## config.mk

```make
export PLATFORM = sky130hd
export DESIGN_NAME = reset_sequencer
export DESIGN_NICKNAME = d
export VERILOG_FILES = /design/src/rtl/reset_sequencer.sv
export SDC_FILE = /design/constraint.sdc
export NUM_CORES = 1
export LEC_CHECK = 0
export CAP_MARGIN = 20
export CORE_MARGIN = 2
export CORE_UTILIZATION = 40
export DETAILED_ROUTE_END_ITERATION = 12
export GPL_TIMING_DRIVEN = 0
export PLACE_DENSITY = 0.65
export SETUP_SLACK_MARGIN = 0.02
export SYNTH_ARGS = -nofsm -noshare
export SYNTH_HDL_FRONTEND = slang
export SYNTH_SLANG_ARGS = --single-unit
```

## constraint.sdc

```tcl
create_clock -name i_clk -period 5.1 [get_ports i_clk]
set_input_delay 1.02 -clock i_clk [delete_from_list [all_inputs] [get_ports i_clk]]
set_output_delay 1.02 -clock i_clk [all_outputs]
set_load 0.01 [all_outputs]
```

## src/rtl/reset_sequencer.sv

```systemverilog
// -----------------------------------------------------------------------------
// reset_sequencer
//
// Turns a bouncy asynchronous push-button into a clean, fixed-length active-low
// reset pulse for a Z80 CPU. An optional watchdog can force the same pulse when
// the CPU stops refreshing it.
//
// Optional feature macro: RESET_SEQUENCER_WDT_EN
//   defined   -> watchdog counter and sticky o_wdt_fired flag are built in
//   undefined -> no watchdog logic, o_wdt_fired tied 0, i_wdt_kick ignored
//   Both builds have the same port list.
//
// Parameters
//   DEBOUNCE_COUNT / DEBOUNCE_WIDTH : cycles the synchronized button must stay
//                                     low before a pulse (>= 1), counter width
//   PULSE_COUNT    / PULSE_WIDTH    : exact CPU reset pulse length (>= 1), width
//   WDT_COUNT      / WDT_WIDTH      : watchdog timeout in cycles, counter width
//
// Ports
//   i_clk         : system clock
//   i_reset_n     : asynchronous active-low reset (from the power-on reset)
//   i_button_n    : asynchronous push-button, low = pressed
//   i_wdt_kick    : single-cycle watchdog refresh
//   o_cpu_reset_n : Z80 RESET line, active-low
//   o_busy        : high while the sequencer is not idle
//   o_wdt_fired   : sticky, set when a watchdog timeout issued a pulse
// -----------------------------------------------------------------------------
module reset_sequencer #(
    parameter int unsigned               DEBOUNCE_WIDTH = 16,
    parameter logic [DEBOUNCE_WIDTH-1:0] DEBOUNCE_COUNT = 16'd50_000,
    parameter int unsigned               PULSE_WIDTH    = 8,
    parameter logic [PULSE_WIDTH-1:0]    PULSE_COUNT    = 8'd100,
    parameter int unsigned               WDT_WIDTH      = 26,
    parameter logic [WDT_WIDTH-1:0]      WDT_COUNT      = 26'd50_000_000
) (
    input  logic i_clk,
    input  logic i_reset_n,
    input  logic i_button_n,
    input  logic i_wdt_kick,
    output logic o_cpu_reset_n,
    output logic o_busy,
    output logic o_wdt_fired
);

    typedef enum logic [1:0] {
        ST_IDLE     = 2'd0,
        ST_DEBOUNCE = 2'd1,
        ST_PULSE    = 2'd2,
        ST_RELEASE  = 2'd3
    } state_t;

    localparam logic [DEBOUNCE_WIDTH-1:0] DEB_LAST   = DEBOUNCE_COUNT - DEBOUNCE_WIDTH'(1);
    localparam logic [PULSE_WIDTH-1:0]    PULSE_LAST = PULSE_COUNT - PULSE_WIDTH'(1);

    state_t                    state_q, state_d;
    logic                      btn_meta_q;
    logic                      btn_sync_q;
    logic [DEBOUNCE_WIDTH-1:0] deb_cnt_q, deb_cnt_d;
    logic [PULSE_WIDTH-1:0]    pulse_cnt_q, pulse_cnt_d;
    logic                      wdt_expire_s;

    // Two-flop synchronizer for the push-button; idles high (released).
    always_ff @(posedge i_clk or negedge i_reset_n) begin
        if (!i_reset_n) begin
            btn_meta_q <= 1'b1;
            btn_sync_q <= 1'b1;
        end else begin
            btn_meta_q <= i_button_n;
            btn_sync_q <= btn_meta_q;
        end
    end

`ifdef RESET_SEQUENCER_WDT_EN
    localparam logic [WDT_WIDTH-1:0] WDT_LAST = WDT_COUNT - WDT_WIDTH'(1);

    logic [WDT_WIDTH-1:0] wdt_cnt_q, wdt_cnt_d;
    logic                 wdt_fired_q, wdt_fired_d;

    // Watchdog next state: a kick in the expiry cycle wins; PULSE holds it at 0.
    always_comb begin
        wdt_cnt_d    = wdt_cnt_q;
        wdt_fired_d  = wdt_fired_q;
        wdt_expire_s = 1'b0;
        if (state_q != ST_PULSE && !i_wdt_kick && wdt_cnt_q == WDT_LAST) begin
            wdt_expire_s = 1'b1;
        end else begin
            wdt_expire_s = 1'b0;
        end
        if (i_wdt_kick || state_q == ST_PULSE || wdt_expire_s) begin
            wdt_cnt_d = {WDT_WIDTH{1'b0}};
        end else begin
            wdt_cnt_d = wdt_cnt_q + WDT_WIDTH'(1);
        end
        if (wdt_expire_s) begin
            wdt_fired_d = 1'b1;
        end else begin
            wdt_fired_d = wdt_fired_q;
        end
    end

    // Watchdog counter and sticky fired flag.
    always_ff @(posedge i_clk or negedge i_reset_n) begin
        if (!i_reset_n) begin
            wdt_cnt_q   <= {WDT_WIDTH{1'b0}};
            wdt_fired_q <= 1'b0;
        end else begin
            wdt_cnt_q   <= wdt_cnt_d;
            wdt_fired_q <= wdt_fired_d;
        end
    end

    assign o_wdt_fired = wdt_fired_q;
`else
    logic                 unused_kick_s;
    logic [WDT_WIDTH-1:0] unused_wdt_count_s;

    assign unused_kick_s      = i_wdt_kick;
    assign unused_wdt_count_s = WDT_COUNT;
    assign wdt_expire_s       = 1'b0;
    assign o_wdt_fired        = 1'b0;
`endif

    // FSM next state and counters; a watchdog expiry overrides any state.
    always_comb begin
        state_d     = state_q;
        deb_cnt_d   = {DEBOUNCE_WIDTH{1'b0}};
        pulse_cnt_d = {PULSE_WIDTH{1'b0}};
        if (wdt_expire_s) begin
            state_d = ST_PULSE;
        end else begin
            case (state_q)
                ST_IDLE: begin
                    if (!btn_sync_q) begin
                        state_d = ST_DEBOUNCE;
                    end else begin
                        state_d = ST_IDLE;
                    end
                end
                ST_DEBOUNCE: begin
                    if (btn_sync_q) begin
                        state_d = ST_IDLE;
                    end else if (deb_cnt_q == DEB_LAST) begin
                        state_d = ST_PULSE;
                    end else begin
                        deb_cnt_d = deb_cnt_q + DEBOUNCE_WIDTH'(1);
                    end
                end
                ST_PULSE: begin
                    if (pulse_cnt_q == PULSE_LAST) begin
                        // A still-held button parks in RELEASE so it cannot retrigger.
                        if (!btn_sync_q) begin
                            state_d = ST_RELEASE;
                        end else begin
                            state_d = ST_IDLE;
                        end
                    end else begin
                        pulse_cnt_d = pulse_cnt_q + PULSE_WIDTH'(1);
                    end
                end
                ST_RELEASE: begin
                    if (btn_sync_q) begin
                        state_d = ST_IDLE;
                    end else begin
                        state_d = ST_RELEASE;
                    end
                end
                default: begin
                    state_d = ST_IDLE;
                end
            endcase
        end
    end

    // FSM state and counter registers.
    always_ff @(posedge i_clk or negedge i_reset_n) begin
        if (!i_reset_n) begin
            state_q     <= ST_IDLE;
            deb_cnt_q   <= {DEBOUNCE_WIDTH{1'b0}};
            pulse_cnt_q <= {PULSE_WIDTH{1'b0}};
        end else begin
            state_q     <= state_d;
            deb_cnt_q   <= deb_cnt_d;
            pulse_cnt_q <= pulse_cnt_d;
        end
    end

    // Decoded straight from the state register so the CPU sees no extra latency;
    // ANDing with i_reset_n keeps the CPU in reset while the block itself is.
    assign o_cpu_reset_n = i_reset_n & (state_q != ST_PULSE);
    assign o_busy        = (state_q != ST_IDLE);

endmodule

```

==> out/metrics.yaml <==
layout:
  num_antenna_cells: 0
  area_growth_pct: 11.0
  final_nets: 148
  drive_above_1_share: 0.0993
  seqCellArea_sq_um: 703
  stdcell_area_sq_um: 1480
  fillers: 300
  multi_input_area_sq_um: 581
critical_path:
  cp-end-kind: "primary output"
  crit_path_frequent_cell: "clkdlybuf4s50_1"
  cp.required_ns: 4.08
  critPathMaxStageDelay_ns: 0.90
  r2r_cells: 4
  crit_path_start_kind: "input pin"
  cp_slowest_cell: "clkdlybuf4s50_1"
  cp_cell_sequence: "clkdlybuf4s50_1 > buf_8 > and2_1 > clkdlybuf4s50_1"
  critical_path_arrival_ns: 2.83
  critPathKind: "input pin to primary output"
  cp_max_fo: 16
sta:
  tightest_slew_ns: 0.671
  fmax_mhz: 260
  fin_crit_ns: 3.85
  setup_slack_ns: 1.25
  relSlewSlack: 0.551
  fin_tns_setup_ns: 0
  fin_skew_ns: 0.00208
  fin_crit_sh: 0.755
  setup_viol_count_final: 0
  whs_ns: 0.368
  hold_viol_final: 0
  slew_violations: 0
  rsz0062_at_grt: "no"
place:
  io_buffers: 4
  gp_congestion: 0.784
  hpwl_microns: 1630
  place_ws_ns: 1.19
  dpl-instance-area_sq_um: 1440
grt:
  grt_overflow: 0
  grt_pass1_wl_microns: 3910
  antenna_found_initial: 0
  grt_max_degree: 17
  grt_pass1_vias: 907
  grt_util_all_layers: 0.137
drt:
  ant_nets: 0
  drt-vias-per-instance: 4.88
  drc: 0
  routed_wirelength_microns: 2130
  dr.pass1.iters: 4
  drtIter0Drc: 28
  vias: 903
  wl_per_cell_microns: 11.5
clocking:
  root_buffer: "clkbuf_4"
  cts_tree: "done"
  cts.sinks: 28
  cts.path.max_buffers: 2
  cts_setup_buffers: 0
  htree_levels: 1
  cts_resized: 0
  numCtsBuffers: 3
  insertion_delay_ns: 0.31
  clkTransAtPathRegs_ns: 0.14
  postCtsHoldBufs: 0
floorplan:
  die_h_microns: 61.6
  core_sq_um: 3100
  dieArea_sq_um: 3800
  die_w_microns: 61.6
  ioPinCount: 7
  start_util: 0.428
  rows: 20
power:
  p_sw_frac: 0.280
  combPwrFrac: 0.215
  p_clk_frac: 0.228
  cellPowerDensity_nw_per_um2: 312
  power.leakage_uw: 0.000564
  max-vdd-ir-drop_mv: 0.0956
  sequentialPowerShare: 0.557
  p_sw_uw: 129
  internal_power_uw: 332
synthesis:
  synth_nets: 138
  yosysWarnings: 0
  synthArstFlopShare: 1.00
  ys_seq_elements: 28
  synth.area.mux_share: 0
  synth_compound_area_frac: 0.0395
  synth-simple-area-share: 0.244
  synth_fa_ha_area_frac: 0.0188
  synth-edff-count: 0
  synth_top_family_by_area: "simple AND/OR/NAND/NOR gates"
  postSynthCellCount: 132
  synth.largest_area_cell: "dfrtp_1"
  netlist_top_cells_area: "dfrtp_1 (49%), xnor2_1 (11%), nor2_1 (8.5%)"
  ys.flop_type: "dfrtp_1"
  syn_area_per_cell_sq_um: 10.1
  yosysSeqAreaShare: 0.529
  synthXorXnorAreaFrac: 0.132
  synth_area_sq_um: 1330
  synth_top_area_frac: 0.490
  synth.distinct_cells: 29
flow_run:
  max_cap_viol_count: 0
worst_hold_path:
  holdPathStages: 0
  worst_hold_path_type: "register to register"
run_status:
  outcome: "finished clean"
## critical path, delay by kind of cell
family / cells / cell delay, ns
AND/OR/NAND/NOR: 1 / 0.14
buffers and inverters: 3 / 1.67
## final cells by class
| type | instances | share of cell area |
|---|---|---|
| Tap cell | 44 | 0.0373 |
| Sequential cell | 28 | 0.477 |
| Clock buffer | 4 | 0.0246 |
| Timing Repair Buffer | 5 | 0.0373 |
| Buffer | 3 | 0.0153 |
| Inverter | 6 | 0.0153 |
| Multi-Input combinational cell | 95 | 0.394 |
## state kept, by name, summed over array words and instances (netlist names)
register / flops
deb_cnt_q: 16
state_q: 2
pulse_cnt_q: 8
btn_meta_q: 1
btn_sync_q: 1
## cells by family after synthesis
group / Yosys count
other: 1
AND/OR/NAND/NOR: 67
AO/OA/AOI/OAI: 5
buffers and inverters: 9
flip-flops: 28
XOR/XNOR: 20
adder cells (fa/ha/maj): 2
## worst paths after layout
check,end,slack [ns],from
worst max-delay path,o_cpu_reset_n,1.25,i_reset_n
worst min-delay path,btn_sync_q$_DFF_PN1_,0.37,btn_meta_q$_DFF_PN1_
worst max register to register,deb_cnt_q[8]$_DFF_PN0_,3.33,deb_cnt_q[11]$_DFF_PN0_
worst min register to register,btn_sync_q$_DFF_PN1_,0.37,btn_meta_q$_DFF_PN1_
max in group asynchronous,btn_sync_q$_DFF_PN1_,3.40,i_reset_n
min in group asynchronous,deb_cnt_q[1]$_DFF_PN0_,1.09,i_reset_n
## cells in the mapped netlist, drive strengths merged, types with 2 or more instances
cell	count
buf	2
dfrtp	26
dfstp	2
ha	2
inv	6
nand2	7
nand2b	2
nand3	8
nand4	4
nor2	30
nor3	6
nor4	4
xnor2	16
xor2	4
## per-stage QoR
step                 util  instances  power [uW]
global placement    0.459        180         357
floorplan               -        132         325
global route        0.475        185         493
CTS                 0.475        185         469
detailed placement  0.464        181         362
finish              0.475        185         460
## routing by layer
metal | vias to the layer above | global-route usage | wire length (microns)
met5 | - | 0 | 0
li1 | 453 | - | -
met1 | 442 | 0.197 | 1120
met4 | 0 | 0.0395 | 19
met2 | 6 | 0.214 | 957
met3 | 2 | 0.0210 | 37
## layout by cell type, fill, tap and decap left out, drive strengths merged, types with 2 or more instances in the layout
cell,count
nor3,6
inv,6
nand4,4
nor4,4
xnor2,16
buf,3
clkdlybuf4s50,4
nand3,8
dfrtp,26
nand2,7
xor2,4
nor2,30
ha,2
clkbuf,5
nand2b,2
dfstp,2
## power by group through the flow
| stage | Clock, uW | Combinational [uW] | Sequential [uW] |
|---|---|---|---|
| CTS | 111 | 102 | 256 |
| global placement | 0 | 97.3 | 260 |
| global route | 120 | 114 | 259 |
| detailed placement | 0 | 101 | 261 |
| finish | 105 | 99.0 | 256 |
| floorplan | 0 | 68.0 | 257 |
No activity file was read; power rests on OpenSTA's default activity.
